### config.mk
export PLATFORM = sky130hd
export DESIGN_NAME = clk_div
export DESIGN_NICKNAME = d
export VERILOG_FILES = /design/src/rtl/clk_div.sv
export SDC_FILE = /design/constraint.sdc
export NUM_CORES = 1
export LEC_CHECK = 0
export BUFFER_PORTS_ARGS = -buffer_cell sky130_fd_sc_hd__buf_4
export CAP_MARGIN = 20
export CORE_AREA = 2 2 39 41
export DETAILED_ROUTE_END_ITERATION = 12
export DIE_AREA = 0 0 41 43
export PLACE_DENSITY = 0.68
export REMOVE_ABC_BUFFERS = 1
export SLEW_MARGIN = 20
export SYNTH_ARGS = -nofsm -noshare
export SYNTH_HDL_FRONTEND = slang
export SYNTH_SLANG_ARGS = --single-unit
### constraint.sdc
create_clock -name pclk -period 2 [get_ports pclk]
set_clock_uncertainty 0.2 [all_clocks]
set_input_delay 0.3 -clock pclk [delete_from_list [all_inputs] [get_ports pclk]]
set_output_delay 0.3 -clock pclk [all_outputs]
set_load 0.005 [all_outputs]
### src/rtl/clk_div.sv
// Programmable clock divider: sclk = pclk/(2*N), 50% duty, plus pclk-domain
// rise/fall strobes so downstream pclk logic never needs sclk as a clock.
module clk_div #(
  parameter int NW = 6
) (
  input  logic          pclk,
  input  logic          rst_,
  input  logic [NW-1:0] N,
  output logic          sclk,
  output logic          sclk_rise,
  output logic          sclk_fall
);

  localparam logic [NW-1:0] ONE = {{(NW-1){1'b0}}, 1'b1};

  logic [NW-1:0] cnt;
  logic [NW-1:0] n_m1;
  logic          wrap;

  // N-1 is only consumed when N != 0, so the subtraction never underflows in use.
  always_comb begin
    n_m1 = N - ONE;
    wrap = (cnt >= n_m1);
  end

  always_ff @(posedge pclk) begin
    if (rst_) begin
      cnt       <= '0;
      sclk      <= 1'b0;
      sclk_rise <= 1'b0;
      sclk_fall <= 1'b0;
    end else if (N == '0) begin
      cnt       <= '0;
      sclk      <= 1'b0;
      sclk_rise <= 1'b0;
      sclk_fall <= 1'b0;
    end else if (wrap) begin
      // >= rather than == so a lowered N wraps immediately instead of overrunning.
      cnt       <= '0;
      sclk      <= ~sclk;
      sclk_rise <= ~sclk;
      sclk_fall <= sclk;
    end else begin
      cnt       <= cnt + ONE;
      sclk_rise <= 1'b0;
      sclk_fall <= 1'b0;
    end
  end

endmodule

**Word-level counts from Yosys, hierarchy flattened**

Index checks and enable logic that the tools add are counted.

- Bits in registers: 9
- Input port bits: 8
- Output and inout bits: 3
- Word-level logic and storage cells: 13

- $add $sub $neg: 2
- Order comparisons: 1
- Bitwise operators: 2
- Reductions and logical operators: 4

Operator list:

| operator | count |
|---|---|
| 6-bit by 1-bit adder with 6-bit output, second input constant | 1 |
| 6-bit >= comparator | 1 |
| 6-bit zero test | 1 |
| 3-bit OR reduction | 2 |
| 6-bit by 1-bit subtractor with 6-bit output, second input constant | 1 |
| 1-bit inverter | 2 |
| 2-bit OR reduction | 1 |

**Depth between registers and ports, before layout**

Gate-level depths: netlist of the first run.

- Depth in word-level cells: 4
- Gate-level depth with buffers: 9
- Depth with buffers taken out: 9

**Worst setup path after synthesis of the first run**

No wires, ideal clock.

- Path kind: input to register
- Start: in N[2]
- End: reg sclk_fall
- Library setup time: 116 ps
- Data arrival time: 1739 ps
- Required time: 1684 ps
- Path slack: -55 ps
- Cell stages on the path: 8
- Buffers on the path: 0
- Path through: nor3_2 > nand3_1 > xnor2_1 > ha_1 > a21oi_1 > o21a_1 > o21a_2 > and3b_1

- Cells in the longest elaborated chain, start to end: 4
- Elaborated cells on any way between the ends: 5
- Those cells by class: add/sub (1); order compare (1); bitwise (1); reduce/logical (2)

Ends and longest elaborated chain:

| what | line | text |
|---|---|---|
| from (decl) | 8 | `input logic [NW-1:0] N,` |
| 6-bit by 1-bit subtractor with 6-bit output | 22 | `n_m1 = N - ONE;` |
| 6-bit >= comparator | 23 | `wrap = (cnt >= n_m1);` |
| 1-bit inverter (no source line) | - |  |
| 3-bit OR reduction (no source line) * | - |  |
| to (signal assigned) | 42 | `sclk_fall <= sclk;` |
| to (decl) | 11 | `output logic sclk_fall` |

Mark *: on every way between the ends. The rest lies on a longest branch, timed or not.
A chain may end at the register's enable or synchronous reset.

**Worst setup path in the final report of the first run**

Ends and elaborated chain as after synthesis.

==> flow_metrics.env, run 1 <==
export IMPL_synth_seq_area_share_pct=31.0
export IMPL_synth_top_family_by_area="simple AND/OR/NAND/NOR gates"
export IMPL_cp_end_kind="flip-flop"
export IMPL_cts_tree="done"
export IMPL_root_buffer="clkbuf_4"
export IMPL_hold_class="in2reg"
export IMPL_worstRegToRegCells=6
export IMPL_area_growth_syn_to_layout_pct=34.9
export IMPL_drt_pre_antenna_iters=3
export IMPL_synthMuxAreaShare_pct=1.72
export IMPL_yosysWarnings=0
export IMPL_register_area_um2=180
export IMPL_dr_total_vias=455
export IMPL_cp_slowest_cell="ha_1"
export IMPL_ys_top_cells_by_area="dfxtp_1 31%, ha_1 19%, xnor2_1 7.5%"
export IMPL_regToRegEndpoint="sclk_fall$_SDFF_PP0_"
export IMPL_crit_chain="buf_4 -> nor3_4 -> nand3_1 -> xnor2_2 -> ha_1 -> a21oi_1 -> o21a_1 -> o21a_2 -> and3b_1"
export IMPL_cp_max_fo=4
export IMPL_fin_tns_setup_ps=0
export IMPL_coreArea_mm2=0.00138
export IMPL_cts_sinks=9
export IMPL_path_depth=9
export IMPL_multi_input_comb_area_um2=399
export IMPL_fin_hold_ws_ps=141
export IMPL_synth_cells=59
export IMPL_syn_cell_area_um2=581
export IMPL_dp_hpwl_um=833
export IMPL_start_util_pct=42.0
export IMPL_grt_pass1_wl_um=1630
export IMPL_tightest_slew_ps=234
export IMPL_r2r_slack_ps=290
export IMPL_critPathRequiredTime_ps=1960
export IMPL_antenna_found_initial=0
export IMPL_yosys_area_top_type="dfxtp_1"
export IMPL_yosys_area_share_adder_pct=19.4
export IMPL_final_min_clock_period_ps=1910
export IMPL_globalplace_congestion=0.709
export IMPL_max_freq_mhz=524
export IMPL_ctsHoldBuffers=0
export IMPL_maxCapViolCount=0
export IMPL_route_detailed_drc=0
export IMPL_cp_arrival_ps=1870
export IMPL_h_tree_depth=1
export IMPL_hold_viol_final=0
export IMPL_drtAntennaViolNets=0
export IMPL_drive_gt1_share_pct=35.4
export IMPL_cp_endpoint="sclk_fall$_SDFF_PP0_"
export IMPL_grt_start_max_net_pins=6
export IMPL_grt_usage_pct=13.7
export IMPL_grt_pass1_vias=414
export IMPL_worst_path_largest_cell_delay_ps=310
export IMPL_cp_top_family="simple AND/OR/NAND/NOR gates"
export IMPL_clock_path_buffers=2
export IMPL_routedWlPerCell_um=10.2
export IMPL_grt_ovfl_total=0
export IMPL_synth_top_cell_area_share_pct=31.0
export IMPL_die_x_um=41
export IMPL_ir_worst_vdd_mv=0.310
export IMPL_drt_wl_total_um=1000
export IMPL_reg2reg_from="cnt[0]$_SDFF_PP0_"
export IMPL_initialDrtViolationCount=4
export IMPL_cp_start_kind="input pin"
export IMPL_drv_slew=0
export IMPL_rsz0062_at_grt="no"
export IMPL_design_portCount=11
export IMPL_die_h_um=43
export IMPL_status="finished, final reports clean"
export IMPL_diodes=0
export IMPL_relSlewSlack_pct=84.4
export IMPL_critPathKind="in2reg"
export IMPL_fin_ws_ps=93.2
export IMPL_io_buffers=10
export IMPL_synth_seq_cells=9
export IMPL_synth_xor_area_share_pct=12.1
export IMPL_viasPerCell=4.64
export IMPL_power_density_mw_per_mm2=566
export IMPL_p_leak_uw=0.000378
export IMPL_min_period_over_period_pct=95.3
export IMPL_synth_avg_cell_area_um2=9.84
export IMPL_pre_cts_ws_ps=-300
export IMPL_final_setup_viol_count=0
export IMPL_num_fill_cells=138
export IMPL_row_count=14
export IMPL_die_area_mm2=0.00176
export IMPL_nets=100
export IMPL_path_clk_slew_ps=60
export IMPL_synth_cell_types=22
export IMPL_synth_simple_area_share_pct=19.8
export IMPL_cp_buffers_inverters=1
export IMPL_hold_depth=4
export IMPL_cts_inserted_buffers=3
export IMPL_synth_compound_area_share_pct=13.4
export IMPL_critical_path_startpoint="N[2]"
export IMPL_clock_latency_ps=260
[cell families after synthesis]
| kind of cell | Yosys count |
|---|---|
| AND/OR/NAND/NOR | 21 |
| multiplexers | 1 |
| flip-flops | 9 |
| XOR/XNOR | 8 |
| AO/OA/AOI/OAI | 7 |
| buffers and inverters | 4 |
| adder cells (fa/ha/maj) | 9 |
[synth_stat cells]
library cell,instances
a21oi_1,2
a21oi_2,1
a31oi_4,1
and3_1,2
and3b_1,1
dfxtp_1,9
ha_1,9
inv_1,4
mux2i_1,1
nand2_1,3
nand2b_1,1
nand2b_4,1
nand3_1,3
nand4_1,1
nor2_1,7
nor3_1,1
nor3_2,1
o211ai_4,1
o21a_1,1
o21a_2,1
xnor2_1,5
xor2_1,3
[state kept, by name, summed over array words and instances (netlist names)]
signal     flops
cnt            6
sclk           1
sclk_fall      1
sclk_rise      1
[timing repair]
item                       4_1_cts  5_1_grt
setup endpoints to repair        1        2
pin swaps                        0        1
gates resized for setup          0        2
buffers inserted                 1        0
[layout make-up]
cell class	count	area share (%)
clock buffer	4	3.35
inverter	4	1.92
multi-input combinational	46	51.0
sequential	9	23.0
tap	16	2.56
timing repair buffer	19	18.2
[per-layer routing]
metal	up-vias	GRT usage (%)	part of all wire, %
met5	-	0	0
met4	0	4.00	0.60
met3	2	6.28	2.8
met2	5	20.0	50
met1	200	17.6	47
li1	248	-	-
[per-stage QoR]
stage               cells  power [uW]  utilization, %  cell area, um2
floorplan              59         265               -             581
global placement       93         302            53.2             736
detailed placement     93         306            53.2             736
CTS                    98         448            55.6             769
global route           98         473            56.6             783
finish                 98         444            56.6             783
[worst min path at each step]
stage                   endpoint  slack, ps         startpoint
2_1_floorplan  cnt[0]$_SDFF_PP0_        230  cnt[0]$_SDFF_PP0_
3_3_place_gp   cnt[0]$_SDFF_PP0_        240  cnt[0]$_SDFF_PP0_
3_5_place_dp   cnt[0]$_SDFF_PP0_        250  cnt[0]$_SDFF_PP0_
4_1_cts        sclk$_SDFFE_PP0P_        140               rst_
5_1_grt        sclk$_SDFFE_PP0P_        150               rst_
6_report       sclk$_SDFFE_PP0P_        140               rst_
[cell usage in the layout, fill, tap and decap left out, types with 2 or more instances in the layout]
| master | netlist | final |
|---|---|---|
| nand3_1 | 3 | 3 |
| xor2_1 | 3 | 3 |
| a21oi_1 | 2 | 2 |
| ha_1 | 9 | 9 |
| clkbuf_4 | 0 | 3 |
| nand2_1 | 3 | 3 |
| buf_4 | 0 | 19 |
| and3_1 | 2 | 2 |
| xnor2_1 | 5 | 4 |
| nor2_1 | 7 | 7 |
| dfxtp_1 | 9 | 9 |
| inv_1 | 4 | 4 |
[report_power, final]
| group | internal, uW | switching [uW] |
|---|---|---|
| clock | 76.8 | 63.0 |
| sequential | 189 | 8.04 |
| combinational | 57.6 | 49.4 |
[worst min-delay path, cell delays in order]
cell and delay, ps:
buf_4 90, a31oi_4 40, nand2_1 60, mux2i_1 60
No activity file was read; power rests on OpenSTA's default activity.
==> run 2: changes to the inputs <==
--- a/config.mk
+++ b/config.mk
@@ -7,10 +7,9 @@
 export LEC_CHECK = 0
 export BUFFER_PORTS_ARGS = -buffer_cell sky130_fd_sc_hd__buf_4
 export CAP_MARGIN = 20
-export CORE_AREA = 2 2 39 41
+export CORE_MARGIN = 2
+export CORE_UTILIZATION = 25
 export DETAILED_ROUTE_END_ITERATION = 12
-export DIE_AREA = 0 0 41 43
-export PLACE_DENSITY = 0.68
 export REMOVE_ABC_BUFFERS = 1
 export SLEW_MARGIN = 20
 export SYNTH_ARGS = -nofsm -noshare
==> run 2 against run 1 <==
  * Highest routed layer is now met3
  * Critical path type unchanged
  * Largest power group unchanged
  * Sequential share of layout area rose by 0.22 points
  * Critical endpoint is now cnt[1]$_SDFF_PP0_
  * Core utilization fell by 22 points
  * Global-route usage fell by 4.7 points
==> flow_metrics.env, run 2 (same netlist as run 1, synthesis figures left out) <==
export IMPL_final_setup_viol_count=0
export IMPL_num_fill_cells=238
export IMPL_r2r_slack_ps=310
export IMPL_worstRegToRegCells=6
export IMPL_rsz0062_at_grt="no"
export IMPL_cp_start_kind="input pin"
export IMPL_diodes=0
export IMPL_grt_pass1_vias=452
export IMPL_grt_util_met2_pct=13.5
export IMPL_critical_path_startpoint="N[0]"
export IMPL_drtAntennaViolNets=0
export IMPL_route_detailed_drc=0
export IMPL_antenna_found_initial=0
export IMPL_largest_reg_flops=6
export IMPL_dp_hpwl_um=826
export IMPL_area_growth_syn_to_layout_pct=33.6
export IMPL_mostFrequentLayoutCells="17 x buf_4, 9 x ha_1, 9 x dfxtp_1"
export IMPL_grt_start_max_net_pins=6
export IMPL_critPathKind="in2reg"
export IMPL_grt_util_met1_pct=11.1
export IMPL_die_x_um=52.2
export IMPL_cts_tree="done"
export IMPL_cts_inserted_buffers=3
export IMPL_start_util_pct=26.2
export IMPL_design_portCount=11
export IMPL_relSlewSlack_pct=84.7
export IMPL_regMostFlops="cnt"
export IMPL_busiest_layer="met2"
export IMPL_row_count=17
export IMPL_grt_usage_pct=9.04
export IMPL_globalplace_congestion=0.688
export IMPL_regToRegEndpoint="sclk_fall$_SDFF_PP0_"
export IMPL_path_clk_slew_ps=50
export IMPL_grt_pass1_wl_um=1810
export IMPL_layout_commonest_cell="buf_4"
export IMPL_die_h_um=52.2
export IMPL_stdcell_area_um2=776
export IMPL_register_area_um2=180
export IMPL_hold_class="in2reg"
export IMPL_root_buffer="clkbuf_4"
export IMPL_routedWlPerCell_um=8.79
export IMPL_coreArea_mm2=0.00221
export IMPL_h_tree_depth=1
export IMPL_cp_end_kind="flip-flop"
export IMPL_maxCapViolCount=0
export IMPL_drt_pre_antenna_iters=2
export IMPL_cp_arrival_ps=1810
export IMPL_drive_gt1_share_pct=32.5
export IMPL_tightest_slew_ps=229
export IMPL_viasPerCell=4.26
export IMPL_cts_sinks=9
export IMPL_power_density_mw_per_mm2=558
export IMPL_cp_max_fo=4
export IMPL_clock_latency_ps=250
export IMPL_drv_slew=0
export IMPL_hold_viol_final=0
export IMPL_drt_wl_total_um=949
export IMPL_cp_endpoint="cnt[1]$_SDFF_PP0_"
export IMPL_ctsHoldBuffers=0
export IMPL_dr_total_vias=460
export IMPL_placed_cell_area_um2=736
export IMPL_reg2reg_from="cnt[0]$_SDFF_PP0_"
export IMPL_die_area_mm2=0.00272
export IMPL_ir_worst_vdd_mv=0.531
export IMPL_final_min_clock_period_ps=1860
export IMPL_initialDrtViolationCount=3
export IMPL_fin_tns_setup_ps=0
export IMPL_min_period_over_period_pct=93.2
export IMPL_max_freq_mhz=537
export IMPL_grt_ovfl_total=0
export IMPL_fin_hold_ws_ps=151
export IMPL_clock_path_buffers=2
export IMPL_nets=98
export IMPL_critPathRequiredTime_ps=1950
export IMPL_multi_input_comb_area_um2=392
export IMPL_status="finished, final reports clean"
export IMPL_use_met3_pct=5.14
export IMPL_p_leak_uw=0.000362
export IMPL_io_buffers=10
==> run 2: worst min-delay path by stage <==
stage,start,endpoint,slack (ps),cells after the start
detailed placement,cnt[0]$_SDFF_PP0_,cnt[0]$_SDFF_PP0_,260,1
global route,rst_,sclk_rise$_SDFF_PP0_,160,4
global placement,cnt[0]$_SDFF_PP0_,cnt[0]$_SDFF_PP0_,250,1
finish,rst_,sclk$_SDFFE_PP0P_,150,4
floorplan,cnt[0]$_SDFF_PP0_,cnt[0]$_SDFF_PP0_,230,1
CTS,rst_,sclk$_SDFFE_PP0P_,140,4
==> run 2: critical path: stages <==
cell and delay (ps):
buf_4 110, inv_1 90, ha_1 190, nand2_1 70, xor2_1 150, ha_1 290
nand4_1 170, o21a_2 270, and3_1 180
==> run 2: cell type report <==
cell class,instances,share of cell area [%]
timing repair buffer,17,16.5
tap,28,4.52
clock buffer,4,3.39
sequential,9,23.2
multi-input combinational,46,50.5
inverter,4,1.94
==> run 2: where the power goes <==
part	switching (uW)	internal, uW	total, uW
registers	7.82	189	197
logic	47.9	54.5	102
clock network	57.2	76.5	134
==> run 2: what timing repair did <==
item	4_1_cts	5_1_grt
buffers inserted	0	1
endpoints found under the setup margin	0	3
gates resized for setup	0	1
==> run 2: layer usage <==
metal,share of wire (%),up-vias,wire [um]
met4,0,0,0
met5,0,-,0
li1,-,244,-
met1,46,210,432
met3,4.7,0,45
met2,50,6,471
==> run 2: per-stage QoR <==
step                instances  total power [uW]  util (%)  setup WS [ps]
global placement          103               300      33.3           -183
floorplan                  59               265         -          -54.9
CTS                       107               444      34.4           28.4
global route              108               469      35.1           7.79
detailed placement        103               303      33.3           -254
finish                    108               433      35.1            136
